File: src/rtl/store_buffer.sv
// Posted-write store buffer between the MEM-stage memory request and the single-port dm.
// Optional macro STORE_FWD_EN forwards a buffered word store to a word load instead of stalling.
module store_buffer #(
   parameter int DEPTH = 4,
   parameter int AW    = 2
) (
   input  logic          clk,
   input  logic          rstn,
   input  logic          req_valid,
   input  logic          req_we,
   input  logic [2:0]    req_type,
   input  logic [31:0]   req_addr,
   input  logic [31:0]   req_wdata,
   output logic [31:0]   req_rdata,
   output logic          stall,
   output logic          dm_we,
   output logic [2:0]    dm_type,
   output logic [31:0]   dm_addr,
   output logic [31:0]   dm_wdata,
   input  logic [31:0]   dm_rdata,
   output logic          sb_empty,
   output logic [AW:0]   sb_count
);
   localparam logic [2:0] DM_WORD = 3'b000;

   logic [2:0]    type_q [DEPTH];
   logic [31:0]   addr_q [DEPTH];
   logic [31:0]   data_q [DEPTH];
   logic [AW-1:0] head_q, head_d, tail_q, tail_d;
   logic [AW:0]   count_q, count_d;
   logic          is_load_s, is_store_s, hit_s, fwd_s, claim_s, pop_s;
`ifdef STORE_FWD_EN
   logic [2:0]    young_type_s;
   logic [31:0]   young_data_s;
`endif

   assign is_load_s  = req_valid & ~req_we;
   assign is_store_s = req_valid & req_we;

   // Scan oldest to youngest so the last word-address match seen is the youngest one
   always_comb begin
      hit_s = 1'b0;
`ifdef STORE_FWD_EN
      young_type_s = DM_WORD;
      young_data_s = 32'h0000_0000;
`endif
      for (int k = 0; k < DEPTH; k++) begin
         if (((AW+1)'(k) < count_q) && (addr_q[head_q + AW'(k)][31:2] == req_addr[31:2])) begin
            hit_s = 1'b1;
`ifdef STORE_FWD_EN
            young_type_s = type_q[head_q + AW'(k)];
            young_data_s = data_q[head_q + AW'(k)];
`endif
         end else begin
            hit_s = hit_s;
         end
      end
   end

`ifdef STORE_FWD_EN
   assign fwd_s = is_load_s & hit_s & (young_type_s == DM_WORD) & (req_type == DM_WORD);
`else
   assign fwd_s = 1'b0;
`endif
   assign claim_s = is_load_s & ~hit_s;
   assign pop_s   = ~claim_s & (count_q != {(AW+1){1'b0}});
   assign stall   = is_load_s & hit_s & ~fwd_s;

   // dm port and load result: drain head, or serve a non-hitting load, or idle
   always_comb begin
      dm_we     = 1'b0;
      dm_type   = DM_WORD;
      dm_addr   = 32'h0000_0000;
      dm_wdata  = 32'h0000_0000;
      req_rdata = 32'h0000_0000;
      if (pop_s) begin
         dm_we    = 1'b1;
         dm_type  = type_q[head_q];
         dm_addr  = addr_q[head_q];
         dm_wdata = data_q[head_q];
      end else if (claim_s) begin
         dm_type = req_type;
         dm_addr = req_addr;
      end else begin
         dm_we = 1'b0;
      end
      if (claim_s) begin
         req_rdata = dm_rdata;
`ifdef STORE_FWD_EN
      end else if (fwd_s) begin
         req_rdata = young_data_s;
`endif
      end else begin
         req_rdata = 32'h0000_0000;
      end
   end

   // Pointer and occupancy next state; a push and a pop together leave count unchanged
   always_comb begin
      head_d  = pop_s ? (head_q + AW'(1)) : head_q;
      tail_d  = is_store_s ? (tail_q + AW'(1)) : tail_q;
      case ({is_store_s, pop_s})
         2'b10:   count_d = count_q + (AW+1)'(1);
         2'b01:   count_d = count_q - (AW+1)'(1);
         default: count_d = count_q;
      endcase
   end

   // Control state
   always_ff @(posedge clk or negedge rstn) begin
      if (!rstn) begin
         head_q  <= {AW{1'b0}};
         tail_q  <= {AW{1'b0}};
         count_q <= {(AW+1){1'b0}};
      end else begin
         head_q  <= head_d;
         tail_q  <= tail_d;
         count_q <= count_d;
      end
   end

   // Entry storage needs no reset; only entries inside count are ever read
   always_ff @(posedge clk) begin
      if (is_store_s) begin
         type_q[tail_q] <= req_type;
         addr_q[tail_q] <= req_addr;
         data_q[tail_q] <= req_wdata;
      end
   end

   assign sb_empty = (count_q == {(AW+1){1'b0}});
   assign sb_count = count_q;

endmodule
File: config.mk
export PLATFORM = sky130hd
export DESIGN_NAME = store_buffer
export DESIGN_NICKNAME = d
export VERILOG_FILES = /design/src/rtl/store_buffer.sv
export SDC_FILE = /design/constraint.sdc
export NUM_CORES = 1
export LEC_CHECK = 0
export BUFFER_PORTS_ARGS = -buffer_cell sky130_fd_sc_hd__buf_4
export CAP_MARGIN = 20
export CORE_MARGIN = 5
export CORE_UTILIZATION = 35
export CTS_BUF_LIST = sky130_fd_sc_hd__clkbuf_8
export DETAILED_ROUTE_END_ITERATION = 16
export SLEW_MARGIN = 30
export SYNTH_ARGS = -nofsm -noshare
export SYNTH_HDL_FRONTEND = slang
export SYNTH_SLANG_ARGS = --single-unit
File: constraint.sdc
create_clock -name clk -period 4.2 [get_ports clk]
set_input_delay 0.42 -clock clk [delete_from_list [all_inputs] [get_ports clk]]
set_output_delay 0.42 -clock clk [all_outputs]
set_load 0.02 [all_outputs]
=== After elaboration in Yosys (flattened, before gate mapping) ===
Memories as Yosys holds them, arrays and structs flattened.
Cells that the tools add are included.

* Add/subtract/negate cells: 6
* Order comparisons: 4
* Eq/ne operators: 6
* Muxes and demuxes: 14
* Bitwise gates (word level): 8
* Reductions and logical operators: 7

{| class="wikitable"
|+ Operators by type and width
! cell !! count
|-
| 32-bit 2-to-1 mux || 4
|-
| 30-bit == test || 4
|-
| 1-bit 2-to-1 mux || 7
|-
| 1-bit by 3-bit less-than comparator with 1-bit output (first input constant) || 2
|-
| 2-bit by 3-bit less-than comparator with 1-bit output (first input constant) || 2
|-
| 3-bit 2-to-1 mux || 2
|-
| 3-bit case mux with 2 select lines || 1
|-
| 1-bit AND || 5
|-
| 2-bit by 1-bit adder with 2-bit output (second input constant) || 2
|-
| 2-bit adder (second input constant) || 2
|-
| 1-bit logical AND || 4
|-
| 3-bit by 1-bit adder with 3-bit output (second input constant) || 1
|-
| 3-bit zero test || 1
|-
| 1-bit NOT || 3
|-
| 3-bit nonzero test || 1
|-
| 3-bit by 1-bit subtractor with 3-bit output (second input constant) || 1
|-
| 2-bit by 1-bit == test with 1-bit output (second input constant) || 1
|-
| 2-bit == test (second input constant) || 1
|-
| 2-bit nonzero test || 1
|}

* Register bits: 7
* Bits in writable memories: 268
* Input bits: 103
* Output and inout bits: 105
* Word-level logic and storage cells: 51
* Memories: 3

{| class="wikitable"
|+ Memories
! memory !! words !! width !! rd ports !! clocked after memory_dff !! write ports !! line !! text
|-
| addr_q || 4 || 32 || 4 || 0 || 1 || 27 || <nowiki>logic [31:0] addr_q [DEPTH];</nowiki>
|-
| data_q || 4 || 32 || 1 || 0 || 1 || 28 || <nowiki>logic [31:0] data_q [DEPTH];</nowiki>
|-
| type_q || 4 || 3 || 1 || 0 || 1 || 26 || <nowiki>logic [2:0] type_q [DEPTH];</nowiki>
|}

=== Longest topological paths before layout ===
Gate-level depths: netlist of run 1.
An unclocked memory read counts as a cell.

* Depth in word-level cells: 13
* Gate-level depth with buffers: 18
* Mapped depth without buffers: 15

=== Least setup slack after synthesis of run 1 ===
No wires, ideal clock.

* Kind: register to register
* From: register head_q[0]
* To: register count_q[2], in the netlist sb_count[2]
* Library setup time: 0.136 ns
* Arrival time: 3.569 ns
* Required time: 4.064 ns
* Path slack: 0.495 ns
* Stages on the path, launching flop included: 17
* Buffers on the path: 3
* Period minus slack after synthesis: 3.705 ns
* Path through: dfrtp_1 buf_4 buf_2 mux4_2 xnor2_1 nand4_1 or2_2 o41ai_2 a31oi_2 nand2_4 buf_6 nand2_1 inv_1 ha_1 mux2i_1 nor2_1 xor2_1

* Longest elaborated chain between the ends: 13
* Elaborated cells between the ends (all ways): 24
* Classes of those cells: add/sub: 3; eq/ne: 6; mux: 5; bitwise: 4; reduce/logical: 5; memory: 1

{| class="wikitable"
|+ Ends and longest elaborated chain
! what !! line !! text
|-
| start: declaration || 29 || <nowiki>logic [AW-1:0] head_q, head_d, tail_q, tail_d;</nowiki>
|-
| start signal: assignment || 112 || <nowiki>head_q <= {AW{1'b0}};</nowiki>
|-
| 2-bit by 1-bit adder with 2-bit output or memory 4 x 32 bit (tied branches) || -- ||
|-
| memory 4 x 32 bit * || -- ||
|-
| 30-bit == test or 1-bit logical AND (tied branches) || 48 || <nowiki>if (((AW+1)'(k) < count_q) && (addr_q[head_q + AW'(k)][31:2] == req_addr[31:2])) begin</nowiki>
|-
| 1-bit logical AND or 1-bit 2-to-1 mux (tied branches) || 48 ||
|-
| 1-bit 2-to-1 mux (2 in a row) || 48 ||
|-
| 1-bit 2-to-1 mux * || 48 ||
|-
| 1-bit NOT * || 65 || <nowiki>assign claim_s = is_load_s & ~hit_s;</nowiki>
|-
| 1-bit AND * || 65 ||
|-
| 1-bit NOT * || 66 || <nowiki>assign pop_s = ~claim_s & (count_q != {(AW+1){1'b0}});</nowiki>
|-
| 1-bit AND * || 66 ||
|-
| 2-bit by 1-bit == test with 1-bit output or 2-bit == test (tied branches) || 102 || <nowiki>case ({is_store_s, pop_s})</nowiki>
|-
| 3-bit case mux with 2 select lines or 2-bit nonzero test (tied branches) || -- ||
|-
| end signal: assignment || 114 || <nowiki>count_q <= {(AW+1){1'b0}};</nowiki>
|-
| end signal: assignment || 118 || <nowiki>count_q <= count_d;</nowiki>
|-
| end: declaration || 30 || <nowiki>logic [AW:0] count_q, count_d;</nowiki>
|}

Every way passes the cells marked *; elsewhere a longest branch is shown, timed or not.
A chain may end at the register's enable or synchronous reset.

=== Final worst setup path of run 1 ===
* From: register head_q[1]
* To: output dm_wdata[5]

* Longest elaborated chain between the ends: 12
* Elaborated cells between the ends (all ways): 22
* Classes of those cells: add/sub: 3; eq/ne: 4; mux: 5; bitwise: 4; reduce/logical: 4; memory: 2

{| class="wikitable"
|+ Ends and longest elaborated chain
! what !! line !! text
|-
| 2-bit by 1-bit adder with 2-bit output or memory 4 x 32 bit (tied branches) || -- ||
|-
| memory 4 x 32 bit or 30-bit == test (tied branches) || -- ||
|-
| 30-bit == test or 1-bit logical AND (tied branches) || 48 ||
|-
| 1-bit logical AND or 1-bit 2-to-1 mux (tied branches) || 48 ||
|-
| 1-bit 2-to-1 mux (3 in a row) || 48 ||
|-
| 1-bit NOT || 65 ||
|-
| 1-bit AND || 65 ||
|-
| 1-bit NOT || 66 ||
|-
| 1-bit AND || 66 ||
|-
| 32-bit 2-to-1 mux * || 76 || <nowiki>if (pop_s) begin</nowiki>
|-
| end: declaration || 19 || <nowiki>output logic [31:0] dm_wdata,</nowiki>
|}

Marks and branches as above.

==> results_dict.tcl, run 1 <==
set metrics [dict create \
    grt_pass1_wl_um 73500 \
    synth_seq_cells 275 \
    vias 11187 \
    start_kind "flop" \
    drtAntennaViolNets 0 \
    pwr-share-comb_pct 58.9 \
    hold_viol_final 0 \
    yosysWarnings 0 \
    die_y_um 220 \
    cts_num_sinks 275 \
    placementRows 77 \
    critPathMaxStageDelay_ps 550 \
    yosysUniqueCellTypes 62 \
    antenna_found_initial 0 \
    timing.final.max_slew_violations 0 \
    synth_largest_area_cell "edfxtp_1" \
    grt_pass1_vias 11583 \
    critPathLaunch "head_q[1]" \
    layout_commonest_cell "buf_4" \
    violations "setup timing" \
    critPathTopFamily "buffers and inverters" \
    syn_area_sq_um 15400 \
    synth_top_area_share_pct 52.1 \
    clockBufferDepth 3 \
    vdd_drop_max_mv 0.411 \
    critPathMostFrequentCell "buf_4" \
    swShare_pct 39.4 \
    period_needed_ps 4580 \
    grt_setup_unrepaired "yes" \
    die_w_um 220 \
    reg2reg_from "head_q[1]" \
    finalSetupViolCount 101 \
    port_buffers 207 \
    cts_root_buf "clkbuf_8" \
    status "finished, violations left" \
    gp_congestion 0.951 \
    finalNetCount 1604 \
    numCtsBuffers 48 \
    path_buf_inv 7 \
    synth_nets 1221 \
    cp-end-kind "output port" \
    final_util_pct 48.2 \
    placed_area_sq_um 18400 \
    layout_common_cells "buf_4, edfxtp_1, mux2i_1, xnor2_1, mux4_2" \
    crit_fanout 12 \
    leakage_nw 8.10 \
    p_per_area_nw_per_um2 672 \
    syn_avg_cell_area_sq_um 13.9 \
    p_switching_mw 5.60 \
    hold_start "req_addr[19]" \
    grtUsageTotal_pct 20.3 \
    drtIter0Drc 733 \
    tightest_slew_ps 757 \
    hpwl_um 35900 \
    drt_wl_total_um 50900 \
    htreeDepth 2 \
    clk_latency_ps 650 \
    grt_overflow_total 0 \
    required_ps 3780 \
    routed_via_density 5.28 \
    maxSlewHeadroom_pct 49.5 \
    fin_crit_sh_pct 109 \
    ios 208 \
    slowest_stage "dfrtp_4" \
    setup_slack_ps -379 \
    start_util_pct 35.1 \
    maxCapViolCount 0 \
    synthCells 1109 \
    p_int_mw 8.63 \
    synth_edf_count 268 \
    holdWs_ps 59.4 \
    coreArea_sq_um 43900 \
    yosysSeqAreaShare_pct 53.3 \
    avgRoutedWirePerCell_um 24.0 \
    yosys-top-cells-area "edfxtp_1, mux4_2, mux2i_1" \
    power_mw 14.2 \
    path_class "flop to output port" \
    seq_power_share_pct 24.8 \
    path_cells "buf_4 > buf_4 > mux2_2 > mux2i_1 > xnor2_1 > nand4_1 > nor4_2 > buf_4 > a31oi_2 > nand2_4 > buf_6 > buf_12 > clkbuf_16 > and3_1 > buf_6" \
    die_area_sq_um 48400 \
    drc 0 \
    grt_max_degree 35 \
    final_cell_area_sq_um 21200 \
    synthFlopType "edfxtp_1" \
    clkTransAtPathRegs_ps 60 \
    synthArstFlopShare_pct 2.55 \
    clock_power_share_pct 16.2 \
    hold_path_class "input port to flop" \
    fin_worst_skew_ps 45.3 \
    arrival_ps 4160 \
    clock.fmax_mhz 218 \
    dr.pass1.iters 5 \
    layout-drive-gt1-share_pct 44.1 \
    setup_tns_ps -26290 \
    area_delta_synth_final_pct 37.2 \
    cts_tree "yes" \
]
[area by class of cell]
| cell class | count | area (sq um) |
|---|---|---|
| diodes | 1 | 2.50 |
| clock buffers | 50 | 688 |
| clock inverters | 35 | 186 |
| fillers | 3932 | 22800 |
| inverters | 35 | 131 |
| multi-input cells | 712 | 7370 |
| flip-flops and latches | 275 | 8230 |
| well taps | 592 | 741 |
| repair buffers | 420 | 3820 |
[cell usage after synthesis (16+ instances only)]
cell	count
mux4_2	84
clkbuf_1	44
mux2i_1	108
nor2_1	28
buf_4	16
nand4_1	20
nand3_1	27
inv_1	31
xnor2_1	102
edfxtp_1	268
nand2_1	43
buf_2	17
o21ai_0	22
o21ai_1	18
and3_1	72
mux2_2	29
[path summary, 6_finish.rpt]
path	end	depth (start not counted)	slack (ps)
hold reg to reg	tail_q[0]	1	530
min in group asynchronous	head_q[0]	2	140
setup reg to reg	sb_count[2]	20	60
hold / removal	addr_q[1][19]	1	60
setup / recovery	dm_wdata[5]	15	-380
max in group asynchronous	sb_count[2]	2	3910
[per-layer routing]
| layer | up-vias | share of wire, % | GRT usage (%) |
|---|---|---|---|
| li1 | 5137 | - | - |
| met1 | 5610 | 42 | 26.4 |
| met2 | 350 | 48 | 32.6 |
| met3 | 90 | 7.0 | 5.63 |
| met4 | 0 | 3.1 | 7.61 |
| met5 | - | 0 | 0 |
[registers in the layout (all words and copies together) (netlist names)]
| register | count |
|---|---|
| type_q | 12 |
| addr_q | 128 |
| tail_q | 2 |
| sb_count | 3 |
| head_q | 2 |
| data_q | 128 |
[power groups by stage]
| stage | sequential [mW] | combinational (mW) | clock (mW) |
|---|---|---|---|
| 2_1_floorplan | 3.53 | 4.38 | 0 |
| 3_3_place_gp | 3.64 | 7.07 | 0 |
| 3_5_place_dp | 3.65 | 7.06 | 0 |
| 4_1_cts | 3.52 | 7.84 | 2.39 |
| 5_1_grt | 3.56 | 8.85 | 2.52 |
| 6_report | 3.53 | 8.39 | 2.31 |
[stage by stage]
stage | setup slack, ps | instances
final | -379 | 2120
after global routing | -526 | 2119
after CTS | -412 | 2094
after detailed placement | -116 | 1944
after global placement | -191 | 1943
after floorplan | 495 | 1109
[worst reg2reg max path: cells and delay by family (launching register included)]
family / cells / cell delay (ps)
AO/OA/AOI/OAI: 1 / 120
XOR/XNOR: 2 / 400
adder cells (fa/ha/maj): 1 / 170
buffers and inverters: 8 / 1120
flip-flops: 1 / 550
multiplexers: 3 / 770
AND/OR/NAND/NOR: 5 / 860
[cells by family after synthesis]
group | synth area share, %
xor gates and xnor gates | 6.41
AOI/OAI and AO/OA | 5.50
adders and majority gates | 0.730
and+or+nand+nor | 8.74
DFF | 53.3
buffers and inverters | 3.69
muxes | 21.7
[repair_timing]
item / CTS / global route
hold buffers: 41 / 0
pin swaps: 13 / 14
resized for setup: 117 / 93
buffers inserted: 21 / 24
endpoints found under the hold margin: 164 / 0
gates cloned: 3 / 3
endpoints found under the setup margin: 103 / 102
Power figures use the tool's default switching activity.
==> inputs of run 2 (changes only) <==
Settings changed: CORE_UTILIZATION 35 to 25.
==> run 2 against run 1 <==
  * Critical endpoint is now dm_addr[28]
  * Clock skew is 20 ps lower
  * Sequential power hardly changed
  * Critical path depth is 1 higher
  * Maximum frequency is 1.5% lower
  * Power is 0.51% lower
  * Global-route usage is 4.5 points lower
  * First-iteration DRC count is 25% higher
  * Die area is 38% higher
  * Via count is 2.3% higher
  * The run still ends with setup timing left
  * Design area hardly changed
  * Sequential cell count stayed put
  * Final cell count is 7.7% higher
==> results_dict.tcl, run 2 (synthesis gave the netlist of run 1 again) <==
set metrics [dict create \
    vias 11441 \
    p_per_area_nw_per_um2 668 \
    arrival_ps 4230 \
    crit_fanout 7 \
    leakage_nw 7.98 \
    grt_max_degree 53 \
    drtIter0Drc 916 \
    maxCapViolCount 0 \
    coreArea_sq_um 61500 \
    period_needed_ps 4650 \
    start_kind "flop" \
    finalNetCount 1572 \
    hpwl_um 38300 \
    htreeDepth 2 \
    cts_root_buf "clkbuf_8" \
    layout-drive-gt1-share_pct 41.9 \
    drt_wl_total_um 55900 \
    clock.fmax_mhz 215 \
    clockBufferDepth 3 \
    cts_tree "yes" \
    die_y_um 258 \
    fin_worst_skew_ps 24.8 \
    ios 208 \
    drtAntennaViolNets 0 \
    vdd_drop_max_mv 0.402 \
    avgRoutedWirePerCell_um 24.5 \
    clk_latency_ps 630 \
    grt_pass1_vias 11629 \
    grtUsageTotal_pct 15.8 \
    routed_via_density 5.01 \
    largest_registers "addr_q (128), data_q (128), type_q (12)" \
    drc 0 \
    fin_crit_sh_pct 111 \
    gp_congestion 0.922 \
    port_buffers 207 \
    die_w_um 258 \
    layout_common_cells "edfxtp_1, buf_4, mux2i_1, xnor2_1, mux4_2" \
    hold_path_class "input port to flop" \
    setup_slack_ps -447 \
    fill_cells 6063 \
    violations "setup timing" \
    maxSlewHeadroom_pct 35.4 \
    die_area_sq_um 66800 \
    cts_num_sinks 275 \
    dr.pass1.iters 5 \
    area_delta_synth_final_pct 37.3 \
    status "finished, violations left" \
    clkTransAtPathRegs_ps 60 \
    placed_area_sq_um 18400 \
    placementRows 91 \
    cp-end-kind "output port" \
    finalSetupViolCount 101 \
    tightest_slew_ps 969 \
    required_ps 3780 \
    hold_viol_final 0 \
    layout_commonest_cell "edfxtp_1" \
    start_util_pct 25.1 \
    numCtsBuffers 49 \
    timing.final.max_slew_violations 0 \
    final_cell_area_sq_um 21200 \
    pre_cts_slack_ps -126 \
    antenna_found_initial 3 \
    path_class "flop to output port" \
    grt_setup_unrepaired "yes" \
    grt_pass1_wl_um 79400 \
    grt_overflow_total 0 \
]
[run 2: changes by cell type in the layout (fill, tap and decap cells not counted), moves of 3 or more]
| cell | delta |
|---|---|
| mux2i_4 | -4 |
| o21ai_4 | +8 |
| mux2i_2 | -4 |
| o21ai_2 | -4 |
| nor4_2 | -3 |
| mux2i_1 | +8 |
| buf_4 | -37 |
| buf_12 | +5 |
| nor4_1 | +3 |
| o21ai_1 | -5 |
[run 2: path summary, 6_finish.rpt]
kind | depth (start not counted) | to | slack [ps] | from
worst max-delay path | 16 | dm_addr[28] | -450 | head_q[0]
max in group asynchronous | 2 | head_q[0] | 3920 | rstn
worst max register to register | 19 | sb_count[2] | 120 | head_q[0]
min in group asynchronous | 2 | tail_q[1] | 140 | rstn
worst min-delay path | 1 | addr_q[1][29] | 70 | req_addr[29]
worst min register to register | 1 | tail_q[0] | 540 | tail_q[0]
[run 2: repair_timing]
action | in CTS | in global routing
hold buffers | 39 | 0
buffers inserted | 21 | 21
cloned | 7 | 6
gates resized for setup | 113 | 111
pin swaps | 7 | 10
endpoints found under the setup margin | 103 | 101
hold endpoints to repair | 159 | 0
[run 2: layout make-up]
cell class                      instances  area [sq um]  share of cell area [%]
Inverter                               35           134                   0.632
Multi-Input combinational cell        712          7320                    34.5
Timing Repair Buffer                  387          3670                    17.3
Sequential cell                       275          8230                    38.8
Clock buffer                           49           674                    3.18
Clock inverter                         34           171                   0.809
Tap cell                              790           988                    4.67
Antenna cell                            2          5.00                  0.0236
[run 2: metrics by stage]
stage	hold WS, ps	utilization (%)	power (mW)	TNS, ps	instances
after global placement	242	29.9	10.7	-2590	2111
after detailed placement	243	29.9	10.7	-2560	2111
after floorplan	124	-	7.91	0	1109
after CTS	9.04	33.4	13.8	-29640	2261
after global routing	37.7	34.5	14.8	-42180	2283
final	65.5	34.5	14.2	-31920	2284
[run 2: routing by layer]
layer / share of wire [%] / track usage, % / vias to the layer above
met5: 0.034 / 0 / -
met4: 2.1 / 3.91 / 2
met3: 8.4 / 4.49 / 85
met2: 48 / 25.8 / 470
met1: 41 / 21.0 / 5823
li1: - / - / 5061
[run 2: critical path, cell delays in order (launching register included)]
cell       delay (ps)
dfrtp_4           510
buf_12            150
buf_12            140
buf_8             130
mux4_2            450
xnor2_2           180
buf_4             150
or4b_4            480
o41ai_4           390
a31oi_2           110
nand2_4           140
buf_8             160
buf_12            120
clkbuf_16         130
nand3_2            60
o21ai_1           120
buf_4             160
[run 2: power by group]
group	internal (mW)	leakage (nW)	switching (mW)	total, mW
clock	1.14	0.507	1.14	2.28
sequential	3.35	2.51	0.160	3.51
combinational	3.99	4.96	4.38	8.37
total	8.48	7.98	5.68	14.2
==> inputs of run 3 (changes only) <==
Settings changed: CORE_MARGIN 5 to unset, CORE_UTILIZATION 25 to 60, PLACE_DENSITY set to 0.83.
==> run 3 against run 2 <==
  * The flow still finishes with violations (setup timing)
  * First-iteration DRC count increased by 76%
  * Register-to-register slack hardly changed
  * Largest power group unchanged
  * Critical endpoint is now dm_type[0]
  * Non-clock buffer count fell by 67
==> results_dict.tcl, run 3 (synthesis gave the netlist of run 1 again) <==
set metrics [dict create \
    cts_root_buf "clkbuf_8" \
    seq_area_sq_um 8230 \
    maxSlewHeadroom_pct 32.4 \
    cts_tree "yes" \
    violations "setup timing" \
    finalSetupViolCount 100 \
    pre_cts_slack_ps 162 \
    p_switching_mw 5.58 \
    grt_max_degree 55 \
    drtIter0Drc 1613 \
    coreArea_sq_um 25200 \
    layout_commonest_cell "edfxtp_1" \
    area_delta_synth_final_pct 30.3 \
    hold_path_class "input port to flop" \
    start_kind "flop" \
    critPathMaxStageDelay_ps 530 \
    leakage_nw 7.56 \
    port_buffers 207 \
    fin_worst_skew_ps 18.8 \
    slowest_stage "dfrtp_4" \
    seq_power_share_pct 26.0 \
    path_buf_inv 6 \
    grt_pass1_wl_um 74500 \
    routed_via_density 6.95 \
    tightest_slew_ps 1010 \
    arrival_ps 4250 \
    crit_fanout 25 \
    swShare_pct 40.7 \
    path_cells "buf_16 > mux2i_2 > xnor2_1 > a2111oi_2 > buf_4 > o2111ai_1 > nor4_2 > buf_4 > a22oi_2 > nand2_4 > buf_12 > buf_16 > nand3_1 > o21ai_1 > buf_4" \
    timing.final.max_slew_violations 0 \
    period_needed_ps 4670 \
    hold_viol_final 0 \
    rr_worst_depth 17 \
    grt_overflow_total 0 \
    die_area_sq_um 26400 \
    final_cell_area_sq_um 20100 \
    required_ps 3780 \
    critPathLaunch "head_q[1]" \
    diodes 0 \
    cts_num_sinks 275 \
    avgRoutedWirePerCell_um 30.3 \
    stdcell_count 1747 \
    dr.pass1.iters 7 \
    layout_common_cells "edfxtp_1, buf_4, mux2i_1, xnor2_1, mux4_2" \
    p_int_mw 8.15 \
    ios 208 \
    holdWs_ps 50.7 \
    reg2reg_from "head_q[1]" \
    hold_end "data_q[0][5]" \
    setup_slack_ps -467 \
    hpwl_um 30800 \
    path_class "flop to output port" \
    reg2reg_setup_slack_ps 110 \
    die_w_um 162 \
    numCtsBuffers 44 \
    grtUsageTotal_pct 38.6 \
    start_util_pct 61.3 \
    critPathTopFamily "buffers and inverters" \
    regToRegEndpoint "sb_count[2]" \
    finalNetCount 1500 \
    layout-drive-gt1-share_pct 43.0 \
    placementRows 58 \
    grt_pass1_vias 11815 \
    clock.fmax_mhz 214 \
    multi_input_area_sq_um 7380 \
    fin_crit_sh_pct 111 \
    vias 12143 \
    drc 0 \
    status "finished, violations left" \
    hold_start "req_wdata[5]" \
    clk_latency_ps 560 \
    vdd_drop_max_mv 0.553 \
    pwr-share-comb_pct 58.5 \
    clock_power_share_pct 15.5 \
    clkTransAtPathRegs_ps 70 \
    fill_cells 1330 \
    setup_tns_ps -32290 \
    clockBufferDepth 3 \
    largest_registers "addr_q (128), data_q (128), type_q (12)" \
    hold_depth 1 \
    htreeDepth 2 \
    die_y_um 162 \
    cp-end-kind "output port" \
    placed_area_sq_um 17700 \
    maxCapViolCount 0 \
    gp_congestion 1.11 \
    drtAntennaViolNets 0 \
    post-place-cells 1631 \
    critPathMostFrequentCell "buf_4" \
    antenna_found_initial 1 \
    drt_wl_total_um 52900 \
    p_per_area_nw_per_um2 683 \
    grt_setup_unrepaired "yes" \
]
run 3: cell types whose count changed in the layout (fill, tap and decap cells not counted), sizes merged:
| cell | previous run | this run |
|---|---|---|
| dlygate4sd3 | 39 | 1 |
| buf | 342 | 315 |
| clkbuf | 53 | 45 |
| inv | 54 | 46 |
| clkinv | 14 | 19 |
| diode | 2 | 0 |
| bufbuf | 2 | 3 |
run 3: stage by stage:
stage | util (%) | power (mW)
floorplan | - | 7.91
global placement | 70.2 | 10.1
detailed placement | 70.2 | 10.2
CTS | 78.5 | 13.0
global route | 79.9 | 14.1
finish | 79.9 | 13.7
run 3: worst max-delay path by stage:
stage	cells after the start	endpoint	slack, ps
detailed placement	15	sb_count[2]	160
floorplan	16	sb_count[2]	490
global placement	13	dm_addr[24]	170
CTS	14	dm_wdata[17]	-310
global route	16	dm_type[0]	-480
finish	15	dm_type[0]	-470
run 3: timing repair:
item / 4_1_cts / 5_1_grt
hold buffers: 1 / 0
setup buffers: 23 / 10
endpoints found under the setup margin: 101 / 102
gates resized for setup: 168 / 74
endpoints found under the hold margin: 7 / 0
pin swaps: 42 / 15
cloned: 11 / 1
run 3: layout make-up:
class                   count  area share (%)
inverters                  35           0.666
flip-flops and latches    275            40.9
clock inverters            31           0.821
multi-input cells         712            36.7
well taps                 330            2.05
repair buffers            320            15.8
clock buffers              44            3.01
run 3: power groups by stage:
| stage | sequential, mW | clock, mW | combinational (mW) |
|---|---|---|---|
| finish | 3.57 | 2.13 | 8.03 |
| global route | 3.59 | 2.25 | 8.31 |
| CTS | 3.54 | 2.09 | 7.41 |
| detailed placement | 3.59 | 0 | 6.64 |
| global placement | 3.56 | 0 | 6.57 |
| floorplan | 3.53 | 0 | 4.38 |
run 3: layer usage:
| layer | global-route usage (%) | vias to the layer above | share of wire, % |
|---|---|---|---|
| met5 | 0 | - | 0 |
| met4 | 16.5 | 0 | 4.9 |
| met3 | 8.79 | 199 | 11 |
| met2 | 63.5 | 986 | 50 |
| met1 | 49.6 | 6041 | 34 |
| li1 | - | 4917 | - |
